File: config.mk
export PLATFORM = sky130hd
export DESIGN_NAME = aes_inv_shift_rows_serial
export DESIGN_NICKNAME = d
export VERILOG_FILES = /design/src/rtl/aes_inv_shift_rows_serial.sv
export SDC_FILE = /design/constraint.sdc
export NUM_CORES = 1
export LEC_CHECK = 0
export ABC_CLOCK_PERIOD_IN_PS = 11900
export BUFFER_PORTS_ARGS = -buffer_cell sky130_fd_sc_hd__buf_2
export CAP_MARGIN = 20
export CORE_MARGIN = 2
export CORE_UTILIZATION = 45
export DETAILED_ROUTE_END_ITERATION = 8
export GPL_ROUTABILITY_DRIVEN = 1
export HOLD_SLACK_MARGIN = 0.02
export MAX_ROUTING_LAYER = met4
export PLACE_DENSITY = 0.67
export SYNTH_ARGS = -nofsm -noshare
export SYNTH_HDL_FRONTEND = slang
export SYNTH_SLANG_ARGS = --single-unit
export TNS_END_PERCENT = 10
File: constraint.sdc
create_clock -name clk_i -period 11.9 [get_ports clk_i]
set_input_delay 1.19 -clock clk_i [delete_from_list [all_inputs] [get_ports clk_i]]
set_output_delay 1.19 -clock clk_i [all_outputs]
set_load 0.01 [all_outputs]
File: src/rtl/aes_inv_shift_rows_serial.sv
// rtl/aes_inv_shift_rows_serial.sv - byte-serial AES InvShiftRows stage
//
// Collects one 16-byte AES state in column-major order (byte k = row k%4,
// column k/4) and replays it column-major with out[r][c] = in[r][(c-r) mod 4].
// Row 0 passes through unshifted.
//
// Ports:
//   clk_i        clock
//   rst_i        asynchronous active-high reset
//   clear_i      synchronous flush; drops partial/buffered state, keeps bytes
//   in_valid_i   input byte valid
//   in_ready_o   unit can accept an input byte
//   in_data_i    input byte, column-major order
//   out_valid_o  output byte valid
//   out_ready_i  downstream accepts the output byte
//   out_data_o   inverse-shifted byte, column-major order
//   out_last_o   high with the 16th output byte of a state
//
// Build option AES_INV_SR_PINGPONG_EN: two buffer banks so one state fills
// while the previous one drains, sustaining 1 byte/cycle. Without it a
// single buffer alternates between FILL and DRAIN.
module aes_inv_shift_rows_serial #(
   parameter int ByteW = 8
) (
   input  logic             clk_i,
   input  logic             rst_i,
   input  logic             clear_i,
   input  logic             in_valid_i,
   output logic             in_ready_o,
   input  logic [ByteW-1:0] in_data_i,
   output logic             out_valid_o,
   input  logic             out_ready_i,
   output logic [ByteW-1:0] out_data_o,
   output logic             out_last_o
);

   logic [3:0] wr_cnt_q, rd_cnt_q;
   logic       in_fire, out_fire;
   logic [1:0] wr_row, wr_col, rd_row, rd_col, src_col;

   // clear_i wins over both handshakes: the byte is neither stored nor consumed
   assign in_fire  = in_valid_i  & in_ready_o  & ~clear_i;
   assign out_fire = out_valid_o & out_ready_i & ~clear_i;

   assign wr_row  = wr_cnt_q[1:0];
   assign wr_col  = wr_cnt_q[3:2];
   assign rd_row  = rd_cnt_q[1:0];
   assign rd_col  = rd_cnt_q[3:2];
   // inverse shift: row r is rotated right by r, 2-bit wrap does the mod 4
   assign src_col = rd_col - rd_row;

   // counters wrap naturally at 16
   always_ff @(posedge clk_i or posedge rst_i) begin
      if (rst_i) begin
         wr_cnt_q <= 4'd0;
         rd_cnt_q <= 4'd0;
      end else if (clear_i) begin
         wr_cnt_q <= 4'd0;
         rd_cnt_q <= 4'd0;
      end else begin
         if (in_fire)  wr_cnt_q <= wr_cnt_q + 4'd1;
         if (out_fire) rd_cnt_q <= rd_cnt_q + 4'd1;
      end
   end

`ifdef AES_INV_SR_PINGPONG_EN

   logic [ByteW-1:0] mem_q [2][4][4];
   logic [1:0]       full_q;
   logic             wr_bank_q, rd_bank_q;

   always_ff @(posedge clk_i or posedge rst_i) begin
      if (rst_i) begin
         full_q    <= 2'b00;
         wr_bank_q <= 1'b0;
         rd_bank_q <= 1'b0;
      end else if (clear_i) begin
         full_q    <= 2'b00;
         wr_bank_q <= 1'b0;
         rd_bank_q <= 1'b0;
      end else begin
         // a bank being written is never full and the one being read always
         // is, so a same-cycle fill and drain always touch different bits
         if (in_fire && wr_cnt_q == 4'd15) begin
            full_q[wr_bank_q] <= 1'b1;
            wr_bank_q         <= ~wr_bank_q;
         end
         if (out_fire && rd_cnt_q == 4'd15) begin
            full_q[rd_bank_q] <= 1'b0;
            rd_bank_q         <= ~rd_bank_q;
         end
      end
   end

   always_ff @(posedge clk_i or posedge rst_i) begin
      if (rst_i) begin
         for (int b = 0; b < 2; b++)
            for (int r = 0; r < 4; r++)
               for (int c = 0; c < 4; c++)
                  mem_q[b][r][c] <= '0;
      end else if (in_fire) begin
         mem_q[wr_bank_q][wr_row][wr_col] <= in_data_i;
      end
   end

   always_comb begin
      in_ready_o  = ~full_q[wr_bank_q];
      out_valid_o = full_q[rd_bank_q];
      out_last_o  = full_q[rd_bank_q] && (rd_cnt_q == 4'd15);
      out_data_o  = mem_q[rd_bank_q][rd_row][src_col];
   end

`else

   typedef enum logic {FILL = 1'b0, DRAIN = 1'b1} state_t;

   state_t           state_q, state_d;
   logic [ByteW-1:0] mem_q [4][4];

   always_ff @(posedge clk_i or posedge rst_i) begin
      if (rst_i) state_q <= FILL;
      else       state_q <= state_d;
   end

   always_comb begin
      state_d = state_q;
      if (clear_i) begin
         state_d = FILL;
      end else begin
         case (state_q)
            FILL:  if (in_fire && wr_cnt_q == 4'd15)  state_d = DRAIN;
            DRAIN: if (out_fire && rd_cnt_q == 4'd15) state_d = FILL;
         endcase
      end
   end

   always_comb begin
      in_ready_o  = (state_q == FILL);
      out_valid_o = (state_q == DRAIN);
      out_last_o  = (state_q == DRAIN) && (rd_cnt_q == 4'd15);
      out_data_o  = mem_q[rd_row][src_col];
   end

   always_ff @(posedge clk_i or posedge rst_i) begin
      if (rst_i) begin
         for (int r = 0; r < 4; r++)
            for (int c = 0; c < 4; c++)
               mem_q[r][c] <= '0;
      end else if (in_fire) begin
         mem_q[wr_row][wr_col] <= in_data_i;
      end
   end

`endif

endmodule

; Yosys cells after proc, flatten, opt, wreduce, memory -nomap -nowiden
; Index checks and enable logic that the tools add are counted.
[totals]
regBits = 137
input_bits = 13
word_cells = 66
output_inout_bits = 11
[op_classes]
muxes = 19
n_eq_ne = 2
bitwise = 10
add_sub_neg = 3
magnitude_cmp = 6
n_reduce_logical = 7
[ops]
columns = op, count
row1 = 128-bit bitwise mux, 1
row2 = 32-bit 2-to-1 mux, 3
row3 = 32-bit binary-select mux with 2-bit select, 1
row4 = 32-bit demux with 2-bit select, 1
row5 = 8-bit 2-to-1 mux, 3
row6 = 8-bit binary-select mux with 2-bit select, 1
row7 = 8-bit demux with 2-bit select, 1
row8 = 4-bit 2-to-1 mux, 4
row9 = "3-bit greater-or-equal comparator, second input constant", 4
row10 = 2-bit inverter with 3-bit output, 4
row11 = "4-bit by 1-bit adder with 4-bit output, second input constant", 2
row12 = "4-bit == test, second input constant", 2
row13 = "3-bit by 1-bit less-than comparator with 1-bit output, second input constant", 2
row14 = 1-bit logical AND, 5
row15 = 1-bit bitwise AND, 4
row16 = 2-bit nonzero test, 2
row17 = 1-bit 2-to-1 mux, 3
row18 = 1-bit inverter, 2
row19 = 1-bit one-hot mux with 2 select lines, 1
row20 = 2-bit subtractor, 1

; Longest topological paths before layout
[logic_depth]
word_depth = 8
mapped_depth = 8
mapped_depth_nobuf = 6

; Worst setup path after synthesis
; OpenSTA, ideal clock, no wires.
[synth_timing]
path_kind = flip-flop to output port
startpoint = register rd_cnt_q[0]
endpoint = output port out_data_o[7]
path_slack_ps = 8764
t_arrival_ps = 1946
t_required_ps = 10710
n_path_buf = 2
stages_incl_launch_ff = 8
cell_sequence = dfrtp_1 > ha_1 > buf_2 > buf_2 > mux4_2 > mux2_2 > o21ai_0 > nand3_1
[synth_via]
elab_chain_cells = 7
elab_cells_between_ends = 9
cone_classes = 1 x add/sub / 6 x mux / 2 x bitwise
[synth_rtl]
columns = item, line
row1 = from (decl), 37  ; logic [3:0] wr_cnt_q, rd_cnt_q;
row2 = from (signal assigned), 62  ; if (out_fire) rd_cnt_q <= rd_cnt_q + 4'd1;
row3 = 2-bit inverter with 3-bit output (not written as such), 141  ; out_data_o = mem_q[rd_row][src_col];
row4 = 32-bit binary-select mux with 2-bit select, 141
row5 = 32-bit 2-to-1 mux (not written as such) (2 in series), 141
row6 = 8-bit binary-select mux with 2-bit select (*), 141
row7 = 8-bit 2-to-1 mux (not written as such) (*) (2 in series), 141
row8 = to (decl), 33  ; output logic [ByteW-1:0] out_data_o,
; Every way passes the cells marked *; elsewhere a longest branch is shown, timed or not. The select of a mux whose other input is x is not followed.

; Final worst setup path
[layout_timing]
startpoint = register rd_cnt_q[0]
endpoint = output port out_data_o[1]
; Same word-level chain as after synthesis.

==> results.md <==
- Of the available clock period, the critical path in the final layout requires 38.38%.
- The TritonCTS clock tree is done.
- OpenSTA, run right after detailed placement, puts the worst setup slack at 7.713 ns.
- The total of cells resized after clock tree synthesis is 0.
- Power spread over the standard cell area amounts to 161.2 mW/mm^2.
- The global-route wire length before repair is 21850 um.
- For this design, the slowest cell found on the critical path is sky130_fd_sc_hd__ha_1.
- Setup violations remaining at the end of the flow were counted as 0.
- The chip height is 123.2 um.
- The worst hold path cell count is 1.
- The average instance area after synthesis is 15.59 um^2.
- Entering global routing, the biggest net connects 86 pins.
- The detailed router finished its first iteration with 216 violations.
- The overall power is 1.179 mW.
- The region available for standard cell placement spans 0.01388 mm^2.
- The critical path data arrival time is 3.38 ns.
- After synthesis, the cell types taking the most area are sky130_fd_sc_hd__dfrtp_1 (54%), sky130_fd_sc_hd__mux2_2 (21%), sky130_fd_sc_hd__mux4_2 (13%), sky130_fd_sc_hd__mux2_4 (1.9%), sky130_fd_sc_hd__ha_1 (1.2%).
- The repair_antennas step left the layout with diodes totalling 0.
- The die outline area is 0.01517 mm^2.
- Registers take 0.003430 mm^2.
- Counting cells, the worst reg-to-reg path comes to 4.
- Sequential elements use 53.63% of the synthesized area.
- The per-cell routed wire length is 21.66 um.
- The worst vdd rail ir drop is 0.1103 mV.
- The post-route DRC violation count is 0.
- The count of max-cap constraint violations is 0.
- Ranked by instance count, the synthesized netlist is headed by sky130_fd_sc_hd__dfrtp_1 (137), sky130_fd_sc_hd__mux2_2 (120), sky130_fd_sc_hd__mux4_2 (37).
- The Yosys step of the flow raised 0 warnings.
- Synthesis instantiated 34 different standard cells from the library.
- The number of nets in the layout is 453.
- The initial utilization of the core area, before any placement, comes to 46.05%.
- In this run the post-CTS setup repair buffer count came out at 0.
- The critical path goes through buf_4, ha_1, mux4_2, mux2_2, o21ai_0, nand3_1, buf_2.
- After legalization and detailed placement, the total HPWL measured 8272 um.
- For this run, the top clock speed supported by timing is 219.0 MHz.
- The data required time of the worst path is 10.71 ns.
- The clock arrives with 0.007599 ns of skew.
- The class of the most critical setup path is flop to primary output.
- The leakage power total is 3.473 nW.
- After synthesis the cells add up to 0.006392 mm^2.
- The via count of the first global-routing pass is 3820.
- The routed wire length is 13560 um.
- For this design, the CTS-stage hold fixing added 0 buffers.
- The clock transition time at the flip-flop clock pins of the worst setup and hold paths is 0.05 ns.
- The path category of the worst min-delay check is flop to flop.
- The largest area contributor in the netlist is sky130_fd_sc_hd__dfrtp_1.
- Synthesis inferred 137 register bits.
- The fraction of registers with async set/reset is 100.0%.
- The total nets after synthesis is 429.
- The stage delay of the slowest cell on the critical path is 0.90 ns.
- In this run the count of I/O pins placed on the die edge is 24.
- The clock tree synthesis step divided the H-tree into 4 levels.
- The minimum clock period after layout is 4.567 ns.
- Across every metal layer, demand over resource in global routing totals 20.68%.
- The setup total negative slack is 0 ns.
- The number of antenna violations at the first check in global routing is 0.
- Setup repair after global routing left no endpoint under its margin.
- After layout, the worst setup slack is 7.333 ns.
- The run finished with clean final reports.
- Once placement completed, the tool counted placed cells totaling 594.
- The congestion estimate from routability-driven global placement came to 0.7273.
- The root buffer cell is sky130_fd_sc_hd__clkbuf_16.
- The area of the multi-input gates is 0.002845 mm^2.
- The critical path endpoint category is a primary output.
- Measured against its own limit, the worst slew margin works out to 34.69%.
- The hold violation count in the final report is 0.
- The final route contains 3507 vias.
- Yosys mapped a number of flops with a built-in enable equal to 0.
- After filler insertion, the fill cell instance count of the layout stands at 1122.
- The cell with the most instances after synthesis is sky130_fd_sc_hd__dfrtp_1.
- The number of pins exceeding their max-slew limit in the final report is 0.
- Relative to the synthesized area, the layout overhead comes to 14.37%.
- The count of cells in the finished layout, fillers not included, comes to 626.
- For this run, the leading register cell type out of synthesis is sky130_fd_sc_hd__dfrtp_1.
- The count of buffers added on input and output ports is 23.
- Of all nets on the critical path, the largest fanout is 33.
- Before antenna repair, the detailed router went through 6 iterations.
- The remaining antenna violation count after routing is 0.
- The sort of element at the start of the critical path is a flop.
- The share of synthesized area in the top cell type comes to 53.63%.
- The post-synthesis instance total is 410.
- The via count normalized by instance count is 5.602.
- Counting along the longest clock path gives a buffer depth of 2.
- For this run the aggregate overflow at the end of global routing stands at 0.
- For the pin with the worst max-slew slack, the measured transition is 0.9797 ns.
- Clock latency on the worst-skew pair, taken at its later pin, is 0.42 ns.
- In this run the horizontal extent of the chip is 123.2 um.
- The post-route netlist has 52.47% of its cells at a drive strength greater than 1.
- In this run the core area contains 43 standard-cell rows.
- TritonCTS created 17 clock buffers.
- The number of clock sinks is 137.
==> area by class of cell <==
type | instances | area share (%)
clock buffer | 23 | 6.538
clock inverter | 8 | 1.951
inverter | 6 | 0.3423
multi-input combinational | 245 | 38.92
sequential | 137 | 46.91
tap | 180 | 3.081
timing repair buffer | 27 | 2.259
==> worst max-delay path: cells and delay by family (launching register included) <==
family,cells,cell delay [ns]
AOI/OAI and AO/OA,1,0.09
adders and majority gates,1,0.90
buffers and inverters,2,0.65
DFF,1,0.34
muxes,2,0.89
and+or+nand+nor,1,0.09
==> layout by cell type (no fill, tap or decap), types with 2 or more instances in the layout <==
cell type,count
sky130_fd_sc_hd__o21ai_0,4
sky130_fd_sc_hd__clkbuf_1,3
sky130_fd_sc_hd__nand3b_1,2
sky130_fd_sc_hd__nand2_1,14
sky130_fd_sc_hd__or3_1,2
sky130_fd_sc_hd__nor2_1,11
sky130_fd_sc_hd__mux2_4,8
sky130_fd_sc_hd__nand3_1,10
sky130_fd_sc_hd__mux2_2,120
sky130_fd_sc_hd__ha_1,6
sky130_fd_sc_hd__dfrtp_1,136
sky130_fd_sc_hd__nor2b_1,3
sky130_fd_sc_hd__mux2_1,3
sky130_fd_sc_hd__nand2_2,3
sky130_fd_sc_hd__inv_1,5
sky130_fd_sc_hd__bufinv_16,4
sky130_fd_sc_hd__clkbuf_8,3
sky130_fd_sc_hd__xnor2_1,2
sky130_fd_sc_hd__clkbuf_16,17
sky130_fd_sc_hd__nand2_4,3
sky130_fd_sc_hd__clkinv_2,3
sky130_fd_sc_hd__xor2_1,3
sky130_fd_sc_hd__a21oi_1,3
sky130_fd_sc_hd__buf_4,3
sky130_fd_sc_hd__buf_2,23
sky130_fd_sc_hd__mux4_2,37
==> cells by family (layout without fill, tap and decap cells) <==
kind of cell               after synthesis  in the layout  synth area share (%)
adders and majority gates                6              6                 1.174
xor gates and xnor gates                 6              6                0.9397
and+or+nand+nor                         57             57                 5.128
DFF                                    137            137                 53.63
AOI/OAI and AO/OA                        8              8                0.6850
buffers and inverters                   28             64                 1.859
muxes                                  168            168                 36.58
==> routing by layer <==
metal	up-vias	share of wire [%]	GRT usage, %
met4	0	1.3	6.889
met5	-	0	-
met1	1863	44	26.57
met2	67	50	32.62
met3	16	4.7	4.797
li1	1561	-	-
==> metrics by stage <==
| stage | cell area [um^2] | util [%] | hold slack, ns |
|---|---|---|---|
| global route | 7311 | 52.67 | 0.5047 |
| global placement | 6663 | 48.00 | 0.4761 |
| CTS | 7283 | 52.47 | 0.4958 |
| detailed placement | 6663 | 48.00 | 0.4832 |
| floorplan | 6392 | - | 0.4589 |
| finish | 7311 | 52.67 | 0.4964 |
==> worst paths after layout <==
kind / startpoint / end / slack, ns
max: rd_cnt_q[0] / out_data_o[1] / 7.33
min: mem_q[119] / mem_q[119] / 0.50
max reg2reg: out_valid_o / mem_q[89] / 9.78
min reg2reg: mem_q[119] / mem_q[119] / 0.50
max in group asynchronous: rst_i / mem_q[89] / 9.95
min in group asynchronous: rst_i / mem_q[51] / 0.86
==> registers in the layout, indices dropped and copies added (netlist names) <==
signal       cells
out_valid_o      1
wr_cnt_q         4
rd_cnt_q         4
mem_q          128
==> power breakdown <==
| part | internal, mW | total, mW | switching [mW] |
|---|---|---|---|
| clock | 0.365 | 0.553 | 0.188 |
| combinational | 0.0584 | 0.104 | 0.0458 |
| sequential | 0.503 | 0.521 | 0.0182 |
(Power assumes the default switching activity.)
